`src/rtl/cic_pkg.sv`:
```
// Shared constants and state encoding for the CIC decimator timing controller.
package cic_pkg;

    localparam int unsigned DEF_CHANNELS   = 8;
    localparam int unsigned DEF_PDM_DIV    = 50;
    localparam int unsigned DEF_DECIMATION = 64;
    localparam int unsigned MIN_DECIMATION = 2;

    // One integrator/comb sweep over all channels needs this many sys clk cycles.
    localparam int unsigned SWEEP_CYCLES   = 2 * DEF_CHANNELS + 2;

    typedef enum logic {
        StIdle = 1'b0,
        StRun  = 1'b1
    } state_e;

    function automatic int unsigned sweep_cycles(input int unsigned channels);
        return 2 * channels + 2;
    endfunction

endpackage

```
`src/rtl/cic_pdm_clkgen.sv`:
```
// PDM clock divider: counts 0..div-1, produces a registered pdm_clk and the
// read strobe on the last count of each period. A new divisor is adopted only
// at a period wrap (or while loading in idle), so no phase is ever shortened.
module cic_pdm_clkgen #(
    parameter int unsigned DIV_WIDTH = 8,
    parameter int unsigned RST_DIV   = 50
) (
    input  logic                 clk,
    input  logic                 resetn,
    input  logic                 load_i,
    input  logic                 run_i,
    input  logic [DIV_WIDTH-1:0] div_i,
    output logic                 pdm_clk_o,
    output logic                 read_en_o
);

    localparam logic [DIV_WIDTH-1:0] One    = DIV_WIDTH'(1);
    localparam logic [DIV_WIDTH-1:0] RstDiv = DIV_WIDTH'(RST_DIV);

    logic [DIV_WIDTH-1:0] div_cnt_q, div_cnt_d;
    logic [DIV_WIDTH-1:0] cur_div_q, cur_div_d;
    logic                 pdm_clk_q, pdm_clk_d;
    logic                 read_en_q, read_en_d;
    logic                 wrap;

    assign wrap = (div_cnt_q == cur_div_q - One);

    // Next count/divisor; outputs are decoded from next-state so they align with div_cnt.
    always_comb begin
        div_cnt_d = div_cnt_q + One;
        cur_div_d = cur_div_q;
        if (load_i || !run_i || wrap) begin
            div_cnt_d = '0;
        end
        if (load_i || wrap) begin
            cur_div_d = div_i;
        end
        pdm_clk_d = run_i && (div_cnt_d >= (cur_div_d >> 1));
        read_en_d = run_i && (div_cnt_d == cur_div_d - One);
    end

    // Divider state and registered outputs.
    always_ff @(posedge clk or posedge resetn) begin
        if (resetn) begin
            div_cnt_q <= '0;
            cur_div_q <= RstDiv;
            pdm_clk_q <= 1'b0;
            read_en_q <= 1'b0;
        end else begin
            div_cnt_q <= div_cnt_d;
            cur_div_q <= cur_div_d;
            pdm_clk_q <= pdm_clk_d;
            read_en_q <= read_en_d;
        end
    end

    assign pdm_clk_o = pdm_clk_q;
    assign read_en_o = read_en_q;

endmodule

```
`src/rtl/cic_timing_ctrl.sv`:
```
// Timing sequencer for the multichannel PDM CIC decimator: run/idle FSM,
// decimation counter, sweep enables and frame-synchronous config update.
module cic_timing_ctrl
    import cic_pkg::*;
#(
    parameter int unsigned CHANNELS       = DEF_CHANNELS,
    parameter int unsigned DIV_WIDTH      = 8,
    parameter int unsigned DEC_WIDTH      = 10,
    parameter int unsigned RST_PDM_DIV    = DEF_PDM_DIV,
    parameter int unsigned RST_DECIMATION = DEF_DECIMATION
) (
    input  logic                 clk,
    input  logic                 resetn,
    input  logic                 enable,
    input  logic [DIV_WIDTH-1:0] cfg_pdm_div,
    input  logic [DEC_WIDTH-1:0] cfg_decimation,
    input  logic                 cfg_valid,
    output logic                 cfg_ready,
    output logic                 cfg_err,
    output logic                 pdm_clk,
    output logic                 pdm_read_enable,
    output logic                 integrator_enable,
    output logic                 comb_enable,
    output logic                 frame_start,
    output logic                 running
);

    localparam logic [DIV_WIDTH-1:0] MinDiv = DIV_WIDTH'(sweep_cycles(CHANNELS));
    localparam logic [DEC_WIDTH-1:0] MinDec = DEC_WIDTH'(MIN_DECIMATION);
    localparam logic [DIV_WIDTH-1:0] RstDiv = DIV_WIDTH'(RST_PDM_DIV);
    localparam logic [DEC_WIDTH-1:0] RstDec = DEC_WIDTH'(RST_DECIMATION);
    localparam logic [DEC_WIDTH-1:0] DecOne = DEC_WIDTH'(1);

    state_e               state_q, state_d;
    logic [DEC_WIDTH-1:0] dec_cnt_q, dec_cnt_d;
    logic [DIV_WIDTH-1:0] act_div_q, act_div_d, shd_div_q, shd_div_d;
    logic [DEC_WIDTH-1:0] act_dec_q, act_dec_d, shd_dec_q, shd_dec_d;
    logic                 pending_q, pending_d;
    logic                 cfg_err_q, cfg_err_d;
    logic                 integ_q, integ_d;
    logic                 comb_q, comb_d;
    logic                 run_next, leaving_run, read_en;
    logic                 cfg_hs, cfg_legal, dec_last, frame_end;

    assign run_next    = (state_d == StRun);
    assign leaving_run = (state_q == StRun) && !enable;
    assign dec_last    = (dec_cnt_q == act_dec_q - DecOne);
    assign frame_end   = integ_q && dec_last;
    assign cfg_hs      = cfg_valid && !pending_q;
    assign cfg_legal   = (cfg_pdm_div >= MinDiv) && (cfg_decimation >= MinDec);

    cic_pdm_clkgen #(
        .DIV_WIDTH (DIV_WIDTH),
        .RST_DIV   (RST_PDM_DIV)
    ) u_clkgen (
        .clk       (clk),
        .resetn    (resetn),
        .load_i    (state_q == StIdle),
        .run_i     (run_next),
        .div_i     (act_div_q),
        .pdm_clk_o (pdm_clk),
        .read_en_o (read_en)
    );

    // Run/idle FSM next state.
    always_comb begin
        state_d = state_q;
        case (state_q)
            StIdle:  if (enable) state_d = StRun;
            StRun:   if (!enable) state_d = StIdle;
            default: state_d = StIdle;
        endcase
    end

    // Sweep enables and decimation counter; everything clears when not running next cycle.
    always_comb begin
        integ_d   = run_next && read_en;
        comb_d    = comb_q;
        dec_cnt_d = dec_cnt_q;
        if (!run_next) begin
            comb_d    = 1'b0;
            dec_cnt_d = '0;
        end else begin
            // Decided one cycle early so comb_enable toggles together with integrator_enable.
            if (read_en) comb_d = dec_last;
            if (integ_q) dec_cnt_d = dec_last ? '0 : dec_cnt_q + DecOne;
        end
    end

    // Config handshake: direct apply when idle, shadow + frame-boundary apply when running.
    always_comb begin
        act_div_d = act_div_q;
        act_dec_d = act_dec_q;
        shd_div_d = shd_div_q;
        shd_dec_d = shd_dec_q;
        pending_d = pending_q;
        cfg_err_d = cfg_hs && !cfg_legal;
        if (pending_q && (frame_end || leaving_run)) begin
            act_div_d = shd_div_q;
            act_dec_d = shd_dec_q;
            pending_d = 1'b0;
        end
        // cfg_hs implies !pending_q, so this never collides with the shadow apply above.
        if (cfg_hs && cfg_legal) begin
            if (state_q == StIdle || leaving_run) begin
                act_div_d = cfg_pdm_div;
                act_dec_d = cfg_decimation;
            end else begin
                shd_div_d = cfg_pdm_div;
                shd_dec_d = cfg_decimation;
                pending_d = 1'b1;
            end
        end
    end

    // State registers.
    always_ff @(posedge clk or posedge resetn) begin
        if (resetn) begin
            state_q   <= StIdle;
            dec_cnt_q <= '0;
            act_div_q <= RstDiv;
            act_dec_q <= RstDec;
            shd_div_q <= RstDiv;
            shd_dec_q <= RstDec;
            pending_q <= 1'b0;
            cfg_err_q <= 1'b0;
            integ_q   <= 1'b0;
            comb_q    <= 1'b0;
        end else begin
            state_q   <= state_d;
            dec_cnt_q <= dec_cnt_d;
            act_div_q <= act_div_d;
            act_dec_q <= act_dec_d;
            shd_div_q <= shd_div_d;
            shd_dec_q <= shd_dec_d;
            pending_q <= pending_d;
            cfg_err_q <= cfg_err_d;
            integ_q   <= integ_d;
            comb_q    <= comb_d;
        end
    end

    assign cfg_ready         = !pending_q;
    assign cfg_err           = cfg_err_q;
    assign pdm_read_enable   = read_en;
    assign integrator_enable = integ_q;
    assign comb_enable       = comb_q;
    assign frame_start       = integ_q && (dec_cnt_q == '0);
    assign running           = (state_q == StRun);

endmodule

```
`config.mk`:
```
export PLATFORM = sky130hd
export DESIGN_NAME = cic_timing_ctrl
export DESIGN_NICKNAME = d
export VERILOG_FILES = /design/src/rtl/cic_pkg.sv /design/src/rtl/cic_pdm_clkgen.sv /design/src/rtl/cic_timing_ctrl.sv
export SDC_FILE = /design/constraint.sdc
export NUM_CORES = 1
export LEC_CHECK = 0
export BUFFER_PORTS_ARGS = -buffer_cell sky130_fd_sc_hd__buf_4
export CAP_MARGIN = 20
export CORE_MARGIN = 5
export CORE_UTILIZATION = 61
export DETAILED_ROUTE_END_ITERATION = 10
export HOLD_SLACK_MARGIN = 0.02
export PLACE_DENSITY = 0.8
export SETUP_SLACK_MARGIN = 0.1
export SLEW_MARGIN = 20
export SYNTH_ARGS = -nofsm -noshare
export SYNTH_HDL_FRONTEND = slang
export SYNTH_HIERARCHICAL = 1
export SYNTH_SLANG_ARGS = --single-unit
```
`constraint.sdc`:
```
create_clock -name clk -period 3.91 [get_ports clk]
set_input_delay 1.173 -clock clk [delete_from_list [all_inputs] [get_ports clk]]
set_output_delay 1.173 -clock clk [all_outputs]
set_load 0.05 [all_outputs]
```
Word-level counts from Yosys, hierarchy flattened
Cells that the tools add are included.
Storage, ports and cells
  register bits: 69
  input port bits: 22
  output and inout bits: 8
  word-level logic and storage cells: 68
Cells by class
  add/subtract/negate cells: 5
  $lt $le $gt $ge: 3
  eq/ne operators: 5
  muxes and demuxes: 17
  bitwise operators: 2
  reduce and logical (&&, ||, !) cells: 22
Operators with widths (number)
  $mux W10: 6
  $mux W8: 5
  $eq A8 B8 Y1: 2
  $sub A8 B1 Y8 const B: 2
  $logic_and A1 B1 Y1: 11
  $add A10 B1 Y10 const B: 1
  $eq A10 B10 Y1: 1
  $ge A10 B2 Y1 const B: 1
  $logic_not A10 Y1: 1
  $sub A10 B1 Y10 const B: 1
  $add A8 B1 Y8 const B: 1
  $ge A8 B5 Y1 const B: 1
  $ge A8 B7 Y1: 1
  $mux W1: 6
  $logic_or A1 B1 Y1: 5
  $logic_not A1 Y1: 4
  $ne A2 B1 Y1 const B: 1
  $ne A2 B2 Y1 const B: 1
  $not A1 Y1: 2
  $reduce_and A2 Y1: 1

Longest topological paths before layout
  depth after elaboration: 8
  mapped depth: 19
  depth with buffers taken out: 18

Cells and area by module
The synthesis kept the hierarchy.
By module, submodules not included
  cic_timing_ctrl: times used 1, cells each 300, area each 2982.9 um^2, seq. area each 1286.2 um^2
  cic_pdm_clkgen: times used 1, cells each 155, area each 1497.7 um^2, seq. area each 454.2 um^2

Worst setup path after synthesis
No wires, ideal clock.
  path type: register to register
  start point: register u_clkgen.cur_div_q[1]
  end point: register u_clkgen.read_en_q, in the netlist u_clkgen/read_en_o
  setup time: 0.077 ns
  data arrival time: 3.360 ns
  required time: 3.833 ns
  path slack: 0.473 ns
  cell stages (with the launch flop): 15
  buffers on the path: 2
  clock period less this slack: 3.437 ns
  path through: dfstp_2 > inv_1 > ha_1 > clkbuf_1 > xnor2_1 > a31o_1 > o221ai_4 > buf_2 > mux2i_1 > ha_1 > nand2_1 > nor4_1 > mux2i_1 > or4_1 > a21oi_1
Between the ends
  cells in the longest elaborated chain, start to end: 7
  elaborated cells on any way between the ends: 9
  those cells by class: 2 x add/sub; 2 x eq/ne; 2 x mux; 3 x reduce/logical
Ends and longest elaborated chain
  start, declared: RTL line cic_pdm_clkgen.sv:21  | logic [DIV_WIDTH-1:0] cur_div_q, cur_div_d;
  start signal, assigned: RTL line cic_pdm_clkgen.sv:46  | cur_div_q <= RstDiv;
  start signal, assigned: RTL line cic_pdm_clkgen.sv:51  | cur_div_q <= cur_div_d;
  $sub A8 B1 Y8: RTL line cic_pdm_clkgen.sv:26  | assign wrap = (div_cnt_q == cur_div_q - One);
  $eq A8 B8 Y1: RTL line cic_pdm_clkgen.sv:26
  $logic_or A1 B1 Y1: RTL line cic_pdm_clkgen.sv:35  | if (load_i || wrap) begin
  $mux W8: RTL line cic_pdm_clkgen.sv:35
  $sub A8 B1 Y8: RTL line cic_pdm_clkgen.sv:39  | read_en_d = run_i && (div_cnt_d == cur_div_d - One);
  $eq A8 B8 Y1 *: RTL line cic_pdm_clkgen.sv:39
  $logic_and A1 B1 Y1 *: RTL line cic_pdm_clkgen.sv:39
  net u_clkgen.read_en_d: RTL line cic_pdm_clkgen.sv:23  | logic read_en_q, read_en_d;
  end signal, assigned: RTL line cic_pdm_clkgen.sv:53  | read_en_q <= read_en_d;
  end, declared: RTL line cic_pdm_clkgen.sv:23
Mark *: on every way through the listed nets, which the timed path passes. The rest lies on a longest branch.
A chain may end at the register's enable or synchronous reset.

Worst setup path after layout
Ends and elaborated chain as after synthesis.

==> impl_results.md <==
* Vias at 3539
* Ports at 30
* Final antenna-violating net count at 0
* Area post-placement at roughly 4700 um^2
* Final Wtd Congestion at 0.866
* Layout cells sized above 1 at 0.236
* HP Start: shd_div_q[7]
* First-pass GRT wire length at ~17000 um
* Syn nets at 490
* Ys async rst share at 1.00
* Max cap viols at 0
* TritonCTS clock tree: done
* DP Worst Slack at between 0.2 and 0.25 ns
* Achievable Freq at about 270 MHz
* Hold_ws at slightly above 0.5 ns
* CTS Buf Count at 9
* Initial DRC count at 226
* Worst setup EP type: register
* Final setup vio count at 0
* Design area at approximately 4900 um^2
* Setup ws final at 0.271 ns
* DP Cell Count at between 500 and 600
* Crit Path Category: register to register
* Routed wire length per instance at around 17 um
* Layout Cells excl Fill at 577
* Setup TNS at 0 ns
* Congestion Overflow GR at 0
* Final worst path period share at 0.931
* Rows at 31
* Area grow syn2layout at 10.2%
* GRT Total Usage at 0.238
* Post-route DRC at 0
* Slew Limit Fails at 0
* Filler instances at just under 600
* Reg2reg setup slack at between 0.2 and 0.3 ns
* Syn Area/Cell at 9.85 um^2
* Nets at 508
* Slew margin rel. at 0.417
* Vias per cell at between 6 and 7
* DRT Pass-1 Iters at 5
* IO Port Bufs at 29
* Hold buffer count at CTS at 0
* Sequential fraction of the synthesis area at 0.388
* Top_reg_cell synth: dfrtp_1
* Ys Warns at 6
* Post-layout power at about 2.9 mW
* Crit path DAT at 3.92 ns
* Depth of the CTS H-tree at 3
* HPWL after detailed placement at between 7000 and 8000 um
* Initial Util at 0.621
* P_leak at ~2.2 nW
* CP startpoint: u_clkgen/cur_div_q[1]
* HP Class: register to register
* Total routed wirelength at roughly 9900 um
* Clock Pin Slew Worst Setup and Hold Paths at roughly 0.08 ns
* Synth Cell Area at approximately 4500 um^2
* Die Ht at roughly 96 um
* Clock Latency Late Sink at 0.35 ns
* Maximum vdd drop at between 0.3 and 0.4 mV
* Antenna violations before repair at 0
* CP Launch Type: register
* Worst-case clock buffer depth at 2
* Core box area at roughly 7000 um^2
* Register bit total from synthesis at 69
* Cells after Synth at roughly 460
* EDFF count, synth at 0
* Count of different cell masters after synthesis at 62
* N_diodes at 0
* Final hold violations at 0
* Post-route minimum period at around 3.6 ns
* Max FO, Critical Path at 8
* Sinks on Clock Net at slightly below 70
* Reg-to-Reg Start: u_clkgen/cur_div_q[1]
* Slew @ Worst Pin at 0.874 ns
* Pwr Density at about 590 nW/um^2
* Width of the die at around 96 um
* Util after Layout at 0.685
* Skew final at roughly 0.0087 ns
* Required @ worst endpoint at 4.19 ns
* Largest net degree at the start of global routing at 52
* Vias in the first global route at about 3500
* Root buffer cell: clkbuf_8
* Die ar. at slightly above 9000 um^2
* Status: finished, final reports clean
* RSZ-0062 raised after global routing: no
## flip-flops by register name, summed over array words and instances, names as in the netlist, 8 cells and up
signal / count
act_dec_q: 10
dec_cnt_q: 10
shd_dec_q: 10
act_div_q: 8
shd_div_q: 8
u_clkgen/cur_div_q: 8
u_clkgen/div_cnt_q: 8
## worst paths after layout
| path | end | cells after the start |
|---|---|---|
| max in group asynchronous | act_div_q[2] | 2 |
| min in group asynchronous | u_clkgen/div_cnt_q[5] | 2 |
| worst max-delay path | u_clkgen/read_en_o | 13 |
| worst min-delay path | shd_div_q[7] | 1 |
| worst min register to register | shd_div_q[7] | 1 |
| worst max register to register | u_clkgen/read_en_o | 13 |
## layout by cell type, fill, tap and decap left out, types with 6 or more instances in the layout
cell       netlist  final
dfrtp_1         58     57
inv_1           47     46
buf_4            0     35
nand2_1         34     34
xnor2_1         21     21
o211ai_1        20     20
mux2_2          19     19
nor2_1          18     18
o2111ai_1       18     18
nand3_1         15     15
xor2_1          15     15
ha_1            13     12
a21oi_1         11     11
dfstp_2         11     11
clkbuf_8         0     11
mux2i_1         11     11
o21ai_0         11     10
o211ai_2        10     10
nor2b_1          9      9
and3_1           8      8
nor3_1           6      6
## power by group
group / internal [mW] / switching, mW / total (mW)
logic: 0.553 / 0.612 / 1.17
registers: 0.906 / 0.229 / 1.14
clock network: 0.329 / 0.281 / 0.610
total: 1.79 / 1.12 / 2.91
## kinds of logic (layout without fill, tap and decap cells)
logic type      Yosys count  count (layout)  synth area share
mux                      30              30            0.0723
compound gates           93              93             0.170
buf+inv                  75              98            0.0715
xor+xnor                 38              38            0.0793
simple gates            137             137             0.183
fa+ha+maj                13              13            0.0363
flops                    69              69             0.388
## layout make-up
cell class | instances | area [um^2] | area share
inverters | 47 | 178 | 0.0360
clock inverters | 5 | 58.8 | 0.0119
well taps | 99 | 124 | 0.0251
clock buffers | 11 | 151 | 0.0307
multi-input cells | 311 | 2420 | 0.490
repair buffers | 35 | 263 | 0.0532
flip-flops and latches | 69 | 1740 | 0.353
## worst max-delay path: stages, from the launching register on
cell	delay [ns]
dfstp_2	0.60
inv_1	0.06
ha_2	0.34
xnor2_1	0.09
nor4b_2	0.38
o221ai_4	0.22
buf_4	0.23
mux2i_1	0.21
ha_1	0.25
nand2_1	0.12
nor4_1	0.28
mux2i_1	0.12
or4_1	0.51
a21oi_1	0.16
## Yosys cell counts (4+ instances only)
cell	count	area share
a21oi_1	11	0.012
nand2_1	34	0.028
inv_1	47	0.039
buf_2	7	0.0078
a22oi_1	5	0.0084
nor4_1	4	0.0056
nor3_1	6	0.0067
o21ai_0	11	0.012
nor4_2	4	0.011
dfstp_2	11	0.065
o211ai_1	20	0.034
mux2_2	19	0.048
nor3b_1	4	0.0067
buf_6	4	0.010
mux2i_1	11	0.025
nand4_1	5	0.0070
clkbuf_1	15	0.013
o211ai_2	10	0.028
xnor2_1	21	0.041
xor2_1	15	0.029
nand3_1	15	0.017
o2111ai_1	18	0.035
dfrtp_1	58	0.32
and3_1	8	0.011
nor2b_1	9	0.013
ha_1	13	0.036
nor2_1	18	0.015
## what timing repair did
item	4_1_cts	5_1_grt
buffers inserted	0	2
endpoints found under the setup margin	0	2
gates resized for setup	0	3
## routing by layer
layer,up-vias,share of wire,GRT usage
met5,-,0,0
met4,0,0.026,0.104
met3,25,0.065,0.0430
met2,125,0.47,0.371
met1,1731,0.44,0.326
li1,1658,-,-
Note: power is estimated with default switching activity, not from simulation.
